==> config.mk <==
export PLATFORM = sky130hd
export DESIGN_NAME = sq_trigseq
export DESIGN_NICKNAME = d
export VERILOG_FILES = /design/src/rtl/sq_trigseq.sv
export SDC_FILE = /design/constraint.sdc
export NUM_CORES = 1
export LEC_CHECK = 0
export ABC_CLOCK_PERIOD_IN_PS = 2120
export CAP_MARGIN = 0
export CORE_UTILIZATION = 30
export CTS_CLUSTER_SIZE = 25
export DETAILED_ROUTE_END_ITERATION = 12
export GPL_ROUTABILITY_DRIVEN = 1
export PLACE_DENSITY_LB_ADDON = 0.08
export SLEW_MARGIN = 20
export SYNTH_ARGS = -nofsm -noshare
export SYNTH_HDL_FRONTEND = slang
export SYNTH_SLANG_ARGS = --single-unit
==> constraint.sdc <==
create_clock -name clk -period 2.12 [get_ports clk]
set_input_delay 0.424 -clock clk [delete_from_list [all_inputs] [get_ports clk]]
set_output_delay 0.424 -clock clk [all_outputs]
set_load 0.02 [all_outputs]
==> src/rtl/sq_trigseq.sv <==
// Trigger sequencer: arm, wait for sq_trigger, hold off, open a capture window.
// Configured and polled over an 8-bit Wishbone register bus.
module sq_trigseq #(
   parameter int CNT_W = 16
) (
   input  logic       clk,
   input  logic       rst_n,
   output logic       sq_active,
   input  logic       sq_trigger,
   output logic       capture_en,
   output logic       done_pulse,
   input  logic       wb_stb_i,
   input  logic       wb_cyc_i,
   input  logic       wb_we_i,
   input  logic [15:0] wb_adr_i,
   input  logic [7:0] wb_dat_i,
   output logic [7:0] wb_dat_o,
   output logic       wb_ack_o
);

   typedef enum logic [2:0] {
      S_IDLE,
      S_ARMED,
      S_DELAY,
      S_CAPTURE,
      S_DONE
   } state_t;

   state_t state_q, state_d;

   logic [CNT_W-1:0] delay_q, delay_d;
   logic [CNT_W-1:0] count_q, count_d;
   logic [CNT_W-1:0] cnt_q, cnt_d;
   logic done_q, done_d;
   logic sq_active_q, sq_active_d;
   logic capture_en_q, capture_en_d;
   logic done_pulse_q, done_pulse_d;
   logic in_done_q, in_done_d;

   logic       wr_en;
   logic       wr_ctl;
   logic       arm;
   logic       abort;
   logic       cfg_ok;
   logic [2:0] adr;
   logic [15:0] delay_x;
   logic [15:0] count_x;
   logic       unused_adr;

   assign adr        = wb_adr_i[2:0];
   assign unused_adr = ^wb_adr_i[15:3];
   assign wr_en      = wb_cyc_i & wb_stb_i & wb_we_i;
   assign wr_ctl     = wr_en & (adr == 3'd0);
   assign abort      = wr_ctl & wb_dat_i[1];
   assign arm        = wr_ctl & wb_dat_i[0] & ~wb_dat_i[1];
   assign cfg_ok     = (state_q == S_IDLE) | (state_q == S_DONE);
   assign delay_x    = 16'(delay_q);
   assign count_x    = 16'(count_q);

   always_comb begin : cfg_regs
      delay_d = delay_q;
      count_d = count_q;
      if (wr_en && cfg_ok) begin
         case (adr)
            3'd1: delay_d = CNT_W'({delay_x[15:8], wb_dat_i});
            3'd2: delay_d = CNT_W'({wb_dat_i, delay_x[7:0]});
            3'd3: count_d = CNT_W'({count_x[15:8], wb_dat_i});
            3'd4: count_d = CNT_W'({wb_dat_i, count_x[7:0]});
            default: ;
         endcase
      end
   end

   always_comb begin : fsm
      state_d = state_q;
      cnt_d   = cnt_q;
      done_d  = done_q;
      if (abort) begin
         state_d = S_IDLE;
      end else begin
         unique case (state_q)
            S_IDLE, S_DONE: begin
               if (arm) begin
                  state_d = S_ARMED;
                  done_d  = 1'b0;
               end
            end
            S_ARMED: begin
               if (sq_trigger) begin
                  if (delay_q != '0) begin
                     state_d = S_DELAY;
                     cnt_d   = delay_q;
                  end else if (count_q != '0) begin
                     state_d = S_CAPTURE;
                     cnt_d   = count_q;
                  end else begin
                     state_d = S_DONE;
                  end
               end
            end
            S_DELAY: begin
               if (cnt_q == CNT_W'(1)) begin
                  if (count_q != '0) begin
                     state_d = S_CAPTURE;
                     cnt_d   = count_q;
                  end else begin
                     state_d = S_DONE;
                  end
               end else begin
                  cnt_d = cnt_q - CNT_W'(1);
               end
            end
            S_CAPTURE: begin
               if (cnt_q == CNT_W'(1)) begin
                  state_d = S_DONE;
               end else begin
                  cnt_d = cnt_q - CNT_W'(1);
               end
            end
            default: state_d = S_IDLE;
         endcase
      end
      if (state_d == S_DONE && state_q != S_DONE) begin
         done_d = 1'b1;
      end
   end

   // Outputs are registered decodes; abort suppresses them on its own edge.
   always_comb begin : outs
      sq_active_d  = (state_d == S_ARMED);
      capture_en_d = (state_q == S_CAPTURE) & ~abort;
      in_done_d    = (state_q == S_DONE);
      done_pulse_d = (state_q == S_DONE) & ~in_done_q & ~abort;
   end

   always_ff @(posedge clk or negedge rst_n) begin
      if (!rst_n) begin
         state_q      <= S_IDLE;
         delay_q      <= '0;
         count_q      <= '0;
         cnt_q        <= '0;
         done_q       <= 1'b0;
         sq_active_q  <= 1'b0;
         capture_en_q <= 1'b0;
         done_pulse_q <= 1'b0;
         in_done_q    <= 1'b0;
      end else begin
         state_q      <= state_d;
         delay_q      <= delay_d;
         count_q      <= count_d;
         cnt_q        <= cnt_d;
         done_q       <= done_d;
         sq_active_q  <= sq_active_d;
         capture_en_q <= capture_en_d;
         done_pulse_q <= done_pulse_d;
         in_done_q    <= in_done_d;
      end
   end

   always_comb begin : rd_mux
      wb_dat_o = 8'h00;
      case (adr)
         3'd0: wb_dat_o = {5'b0, done_q,
                           (state_q == S_DELAY) | (state_q == S_CAPTURE),
                           (state_q == S_ARMED)};
         3'd1: wb_dat_o = delay_x[7:0];
         3'd2: wb_dat_o = delay_x[15:8];
         3'd3: wb_dat_o = count_x[7:0];
         3'd4: wb_dat_o = count_x[15:8];
         default: wb_dat_o = 8'h00;
      endcase
   end

   assign sq_active  = sq_active_q;
   assign capture_en = capture_en_q;
   assign done_pulse = done_pulse_q;
   assign wb_ack_o   = 1'b1;

endmodule

Word-level counts from Yosys, hierarchy flattened
Cells that the tools add are included.
- register bits after elaboration: 56
- input port bits: 30
- output and inout bits: 12
- logic and storage cells: 82
- add/sub/neg operators: 1
- eq/ne operators: 15
- multiplexer cells: 21
- bitwise gates (word level): 18
- reductions and logical operators: 16
- operators with widths (operator ; count):
    2-to-1 mux 16 bit ; 5
    case mux 16 bit (2 select lines) ; 2
    case mux 16 bit (3 select lines) ; 1
    case mux 8 bit (5 select lines) ; 1
    nonzero test 16 bit ; 2
    2-to-1 mux 3 bit ; 7
    equality test 16 x 1 -> 1 bit, second input constant ; 1
    subtractor 16 x 1 -> 16 bit, second input constant ; 1
    AND reduction 3 bit ; 5
    equality test 3 x 2 -> 1 bit, second input constant ; 4
    case mux 3 bit (4 select lines) ; 1
    AND 1 bit ; 9
    equality test 3 x 1 -> 1 bit, second input constant ; 3
    equality test 3 bit, second input constant ; 3
    NOT 1 bit ; 7
    zero test 3 bit ; 2
    2-to-1 mux 1 bit ; 4
    != test 2 bit, second input constant ; 2
    AND reduction 4 bit ; 1
    nonzero test 2 bit ; 2
    != test 3 bit, second input constant ; 1
    nonzero test 3 bit ; 1
    logical AND 1 bit ; 2
    != test 2 x 1 -> 1 bit, second input constant ; 1
    other kinds (2) ; 3

Longest topological paths before layout
Gate-level depths: netlist of the first run.
- word-level depth: 12
- gate-level depth with buffers: 9
- mapped depth without buffers: 8

Worst setup path after synthesis of the first run
OpenSTA, ideal clock, no wires.
- path kind: input to output
- start point: input wb_adr_i[1]
- end point: output wb_dat_o[2]
- data arrival time: 1.618 ns
- data required time: 1.696 ns
- path slack: 0.078 ns
- stages: 6
- buffers on the path: 2
- cells stage by stage: clkbuf_1 clkbuf_1 mux2i_1 nor2_1 a31oi_1 o22ai_1
- word-level cells in the longest chain between the ends: 2
- elaborated cells between the ends (all ways): 6
- those cells by class: eq/ne: 4; mux: 1; reduce/logical: 1
- ends and longest elaborated chain (element ; RTL line ; RTL):
    start: declaration ; 15 ; input logic [15:0] wb_adr_i,
    equality test 3 bit (tied with other cells) ; 162 ; case (adr)
    case mux 8 bit (5 select lines) (*) ; 162 ;
    end: declaration ; 17 ; output logic [7:0] wb_dat_o,
Every way passes the cells marked *; elsewhere a longest branch is shown, timed or not.

Worst setup path in the final report of the first run
- start point: input wb_adr_i[2]
- end point: register cnt_q[3]
- word-level cells in the longest chain between the ends: 5
- ends and longest elaborated chain (element ; RTL line ; RTL):
    zero test 3 bit ; 53 ; assign wr_ctl = wr_en & (adr == 3'd0);
    AND 1 bit ; 53 ;
    AND 1 bit ; 54 ; assign abort = wr_ctl & wb_dat_i[1];
    NOT 1 bit (no line) ; - ;
    AND reduction 4 bit (no line) ; - ;
    end signal: assignment ; 151 ; cnt_q <= cnt_d;
    end: declaration ; 33 ; logic [CNT_W-1:0] cnt_q, cnt_d;
Every way passes these cells.
A chain may end at the register's enable or synchronous reset.

==> results of run 1 <==
registers in the layout, indices dropped and copies added, names as in the netlist:
| signal | count |
|---|---|
| done_pulse | 1 |
| delay_q | 16 |
| done_q | 1 |
| count_q | 16 |
| sq_active | 1 |
| cnt_q | 16 |
| in_done_q | 1 |
| capture_en | 1 |
| state_q | 3 |
through the flow:
| step | hold WS, ps | instances | setup WS (ps) |
|---|---|---|---|
| finish | 97.52 | 626 | 25.39 |
| CTS | 104.8 | 619 | -45.71 |
| global route | 119.4 | 626 | -47.00 |
| floorplan | 128.4 | 372 | 78.20 |
| global placement | 388.7 | 609 | -626.7 |
| detailed placement | 387.5 | 609 | -601.5 |
where the power goes:
part | internal (uW) | switching, uW
Clock | 624 | 405
Combinational | 931 | 957
Sequential | 1300 | 247
Total | 2850 | 1610
what timing repair did:
item | in CTS | in global routing
endpoints found under the setup margin | 26 | 21
pin swaps | 3 | 9
gates resized for setup | 47 | 26
setup buffers | 2 | 7
logic make-up (layout without fill, tap and decap cells):
kind of cell	after synthesis	count (layout)	synth area share [%]
simple gates	162	162	25.62
compound gates	100	100	20.37
flops	56	56	40.88
mux	26	26	8.175
buf+inv	21	135	3.102
xor+xnor	4	4	1.022
fa+ha+maj	2	2	0.7298
other cells	1	1	0.1094
cell type report:
type,count,share of cell area [%]
repair buffers,123,20.39
multi-input cells,295,42.67
well taps,140,3.645
inverters,4,0.3385
clock inverters,1,0.6248
flip-flops and latches,56,29.16
clock buffers,7,3.176
worst paths after layout:
path	from	endpoint	slack [ps]	cells after the start
hold reg to reg	in_done_q	done_pulse	400	1
setup reg to reg	delay_q[10]	cnt_q[3]	40	7
max in group asynchronous	rst_n	delay_q[1]	1560	2
hold / removal	rst_n	capture_en	100	2
min in group clk	in_done_q	done_pulse	400	1
setup / recovery	wb_adr_i[2]	cnt_q[3]	30	9
per-layer routing:
layer	vias to the layer above	track usage, %	part of all wire [%]
met5	-	0	0
met4	0	5.309	1.4
met3	13	1.973	2.3
met2	62	33.78	48
met1	1613	28.22	48
li1	1592	-	-
critical path: cells and delay by family:
| kind | cells | cell delay, ps |
|---|---|---|
| buffers and inverters | 4 | 970 |
| AND/OR/NAND/NOR | 1 | 50 |
| AO/OA/AOI/OAI | 4 | 800 |
cell usage in the layout, fill, tap and decap left out, drive strengths merged, types with 4 or more instances in the layout:
master / instances
mux2i: 10
nor2b: 5
a31oi: 5
nand3: 10
nor4: 13
a221oi: 5
nor3b: 5
nor3: 7
a21o: 5
o22ai: 9
mux2: 16
nor2: 35
nand2b: 5
and2: 8
dfrtp: 56
a22oi: 9
nand4: 4
nand2: 54
a21oi: 16
clkbuf: 8
buf: 103
clkdlybuf4s50: 16
o21ai: 34
==> impl_metrics.ini, run 1 <==
[synthesis]
yosys_most_used_dff = sky130_fd_sc_hd__dfrtp_1
synth_largest_area_cell = sky130_fd_sc_hd__dfrtp_1
synth-seq-area-share_pct = 40.88
synthesis.area_per_instance_um2 = 9.216
synth_fp_nets = 404
yosysTopAreaCellShare_pct = 40.88
synth-edff-count = 0
synthMostInstantiatedCell = sky130_fd_sc_hd__dfrtp_1
post_synth_num_cell_types = 62
synth-seq-cells = 56
synth.top_cells.by_count = sky130_fd_sc_hd__dfrtp_1, sky130_fd_sc_hd__nand2_1, sky130_fd_sc_hd__nor2_1, sky130_fd_sc_hd__o21ai_0
yosys_warnings = 0
synth_top_cells_by_area = sky130_fd_sc_hd__dfrtp_1, sky130_fd_sc_hd__nand2_1, sky130_fd_sc_hd__mux2_2
synthesis.area_um2 = 3428
async_flop_share_pct = 100.0
syn-instance-count = 372

[worst_hold_path]
min-delay-path-class = primary input to asynchronous set/reset pin

[power_and_ir_drop]
vdd_drop_max_v = 0.0004066
power.density_nw_per_um2 = 927.9
static-leakage-power_uw = 0.002231
power_uw = 4459

[setup_path]
critical-path-slowest-cell = sky130_fd_sc_hd__clkdlybuf4s50_1
critical_path.most_common_cell = sky130_fd_sc_hd__buf_4
critical_path_arrival_ps = 2260
category_of_the_worst_setup_path_launch_point = primary input
worst-path-max-fanout = 11
worstSetupEndpointType = register
worstPathRequired_ps = 2290
worstSetupPathType = primary input to register
cp_slowest_stage_delay_ps = 490
cp_cell_sequence = clkdlybuf4s50_1, buf_4, nor4b_4, buf_4, a22oi_1, o21ai_2, buf_4, o41ai_2, o21ai_1

[place]
dp_area_um2 = 4443
port_buffers = 27
placer_s_final_routability_congestion_estimate = 0.8352
place_hpwl_um = 8876

[floorplan]
std_cell_rows = 38
floorplan.die_area_um2 = 11860
floorplan.die.height_um = 108.9
initial_core_util_pct = 31.21
die-width_um = 108.9
floorplan.io_pins = 42
core_um2 = 10980

[drt]
drt_iter0_drc = 140
via_count = 3280
drcViolationCount = 0
via_per_inst = 5.240
drt-wirelength-per-cell_um = 18.28
totalWireLength_um = 11440
drt_pre_antenna_iters = 4
antenna_left = 0

[global_routing]
globalRoute.totalOverflow = 0
grt_antenna_before_repair = 0
pin_count_of_the_biggest_net_entering_global_routing = 38
gr-usage-all-layers_pct = 20.35
global_route_wire_length_before_repair_um = 17950
vias_in_the_first_global_route = 3277

[cts]
cts-hold-fix-buffers = 0
cts_max_level = 2
max-clock-path-buffers = 2
cts_buf_count = 5
cts.root.buffer_cell = sky130_fd_sc_hd__clkbuf_16
clk_pin_slew_worst_paths_ps = 80
clkLatencyLatePin_ps = 290
clkSinkCount = 56
cts_tree = built

[sta]
setup_viol = 0
finalClockSkew_ps = 5.338
relSlewSlack_pct = 65.69
worst_slew_pin_slew_ps = 514.7
final_min_period_over_clock_period_pct = 98.80
final_hold_viol_count = 0
finalWorstPathRequiredPeriod_ps = 2095
maxSlewViolCount = 0
max_freq_mhz = 477.4
setup_total_negative_slack_ps = 0
rsz_0062_raised_after_global_routing = true

[outcome]
run_status = finished, final reports clean

[finish]
final_net_count = 517
ff_latch_area_um2 = 1401
fill_cells = 1082
diodes_inserted = 0
postLayoutCellArea_um2 = 4806
multiInputGateArea_um2 = 2051
drive_above_1_share_pct = 35.39
final_core_util_pct = 43.76
signed_area_change_from_the_synthesized_netlist_to_the_final_layout_pct = 40.18

[run]
drv_cap = 0
Power figures use the tool's default switching activity.
==> run 2, diff against run 1 <==
--- a/config.mk
+++ b/config.mk
@@ -7,6 +7,7 @@
 export LEC_CHECK = 0
 export ABC_CLOCK_PERIOD_IN_PS = 2120
 export CAP_MARGIN = 0
+export CORE_MARGIN = 2
 export CORE_UTILIZATION = 30
 export CTS_CLUSTER_SIZE = 25
 export DETAILED_ROUTE_END_ITERATION = 12
==> run 2 against run 1 <==
Count of clock-buffer cells in the layout shrank 2. Power decreased by 3.5%. Sequential power hardly changed. Critical path type is now primary input to output pin. Critical endpoint is now wb_dat_o[1]. Largest cell class unchanged.
==> impl_metrics.ini, run 2 (same netlist as run 1, synthesis figures left out) <==
[sta]
maxSlewViolCount = 0
final_min_period_over_clock_period_pct = 97.20
final_hold_viol_count = 0
postLayoutSetupSlackWorst_ps = 59.46
rsz_0062_raised_after_global_routing = true
hold_slack_ps = 164.2
relSlewSlack_pct = 53.81
finalClockSkew_ps = 4.390
setup_viol = 0
finalWorstPathRequiredPeriod_ps = 2061
worst_slew_pin_slew_ps = 692.9
max_freq_mhz = 485.3

[run]
drv_cap = 0

[place]
pre_cts_ws_ps = -632.7
placer_s_final_routability_congestion_estimate = 0.8509
dp_area_um2 = 4414
port_buffers = 27
place_hpwl_um = 8755

[cts]
cts_buf_count = 5
cts-hold-fix-buffers = 0
cts.root.buffer_cell = sky130_fd_sc_hd__clkbuf_16
clk_pin_slew_worst_paths_ps = 70
cts_max_level = 2
clkLatencyLatePin_ps = 300
max-clock-path-buffers = 2
cts_tree = built
clkSinkCount = 56

[floorplan]
initial_core_util_pct = 30.41
std_cell_rows = 39
core_um2 = 11270
floorplan.io_pins = 42
floorplan.die_area_um2 = 12300
die-width_um = 110.9
floorplan.die.height_um = 110.9

[setup_path]
timing.reg2reg.setup_slack_ps = 70
r2r_end = cnt_q[1]
worst-path-max-fanout = 7
worst-path-buf-inv = 4
critical_path_arrival_ps = 1640
r2r.worst_path.cells = 7
cp-endpoint = wb_dat_o[1]
timing.rr.start = cnt_q[6]
worstPathRequired_ps = 1700
worstSetupEndpointType = output pin
cp_cell_sequence = dlygate4sd2_1, buf_6, buf_4, nand2_1, o21ai_0, a221o_1, buf_2
critPathLaunch = wb_adr_i[1]
critical-path-slowest-cell = sky130_fd_sc_hd__a221o_1
cp_slowest_stage_delay_ps = 310
cp_top_family = buffers and inverters
category_of_the_worst_setup_path_launch_point = primary input
worstSetupPathType = primary input to output pin
worstSetupPathDepth = 7

[power_and_ir_drop]
vdd_drop_max_v = 0.0005030
clock_power_share_pct = 20.1
p_sw_share_pct = 38.16
power.density_nw_per_um2 = 903.9
power_frac_comb_pct = 43.5
static-leakage-power_uw = 0.002201
switchingPower_uw = 1643
power.share.sequential_pct = 36.4
power_uw = 4304
cell_int_power_uw = 2662

[drt]
totalWireLength_um = 11450
drt_pre_antenna_iters = 4
via_per_inst = 5.147
drt-wirelength-per-cell_um = 18.32
drcViolationCount = 0
antenna_left = 0
via_count = 3217
drt_iter0_drc = 196

[finish]
final_net_count = 513
diodes_inserted = 0
drive_above_1_share_pct = 35.06
postLayoutCellArea_um2 = 4762
top_registers = cnt_q: 16 flops, count_q: 16 flops, delay_q: 16 flops
signed_area_change_from_the_synthesized_netlist_to_the_final_layout_pct = 38.91
layout_commonest_cell = sky130_fd_sc_hd__buf_4
layout_common_cells = sky130_fd_sc_hd__buf_4, sky130_fd_sc_hd__dfrtp_1, sky130_fd_sc_hd__nand2_1, sky130_fd_sc_hd__nor2_1, sky130_fd_sc_hd__o21ai_0

[global_routing]
pin_count_of_the_biggest_net_entering_global_routing = 31
gr-usage-all-layers_pct = 19.03
global_route_wire_length_before_repair_um = 18460
grt_antenna_before_repair = 0
vias_in_the_first_global_route = 3253
globalRoute.totalOverflow = 0

[worst_hold_path]
min-delay-path-class = primary input to asynchronous set/reset pin

[outcome]
run_status = finished, final reports clean
run 2: changes by cell type in the layout (fill, tap and decap cells not counted), sizes merged:
cell	change
buf	-3
bufinv	-1
clkbuf	-1
clkdlybuf4s15	-2
clkdlybuf4s50	-1
clkinv	+2
dlymetal6s2s	+1
inv	+1
run 2: what timing repair did:
action                                  CTS  global route
gates resized for setup                  48            30
endpoints found under the setup margin   18            24
pin swaps                                 1             9
setup buffers                             4             7
run 2: worst min path at each step:
stage              start    endpoint  slack, ps
2_1_floorplan      rst_n  capture_en        130
3_3_place_gp   in_done_q  done_pulse        390
3_5_place_dp   in_done_q  done_pulse        390
4_1_cts            rst_n  done_pulse        200
5_1_grt            rst_n  done_pulse        220
6_report           rst_n  done_pulse        160
run 2: stage by stage:
| stage | cells | util [%] | setup TNS (ps) |
|---|---|---|---|
| floorplan | 372 | - | 0 |
| CTS | 618 | 40.83 | 0 |
| finish | 625 | 42.25 | 0 |
| detailed placement | 606 | 39.16 | -11990 |
| global placement | 606 | 39.16 | -12860 |
| global route | 625 | 42.25 | -125.0 |
run 2: cell type report:
cell class | count | area (um^2)
Clock buffer | 5 | 125.1
Clock inverter | 3 | 22.52
Fill cell | 1119 | 6510
Inverter | 4 | 16.27
Multi-Input combinational cell | 295 | 2057
Sequential cell | 56 | 1403
Tap cell | 143 | 178.9
Timing Repair Buffer | 119 | 959.7
run 2: per-layer routing:
layer  vias to the layer above  track usage (%)  routed length, um
met5                         -                0                  0
met4                         0            4.250                133
met3                        11            2.952                355
met2                        56            30.76               5477
met1                      1565            26.97               5486
li1                       1585                -                  -
run 2: power by group through the flow:
stage / Clock, uW / Combinational [uW] / Sequential, uW
3_5_place_dp: 0 / 1690 / 1570
4_1_cts: 886 / 1710 / 1550
6_report: 863 / 1870 / 1570
2_1_floorplan: 0 / 908 / 1570
3_3_place_gp: 0 / 1690 / 1570
5_1_grt: 931 / 2040 / 1600
run 2: worst register-to-register path: stages, from the launching register on:
cell	delay, ps
sky130_fd_sc_hd__dfrtp_2	460
sky130_fd_sc_hd__nor4_4	400
sky130_fd_sc_hd__nand4_4	250
sky130_fd_sc_hd__o21ai_4	230
sky130_fd_sc_hd__buf_12	150
sky130_fd_sc_hd__nor2_1	60
sky130_fd_sc_hd__a221oi_2	260
sky130_fd_sc_hd__o22ai_1	120
==> run 3, diff against run 2 <==
--- a/config.mk
+++ b/config.mk
@@ -6,7 +6,7 @@
 export NUM_CORES = 1
 export LEC_CHECK = 0
 export ABC_CLOCK_PERIOD_IN_PS = 2120
-export CAP_MARGIN = 0
+export CAP_MARGIN = 10
 export CORE_MARGIN = 2
 export CORE_UTILIZATION = 30
 export CTS_CLUSTER_SIZE = 25
==> results of run 3 <==
Final layout, timing and power as in run 2 (identical DEF).
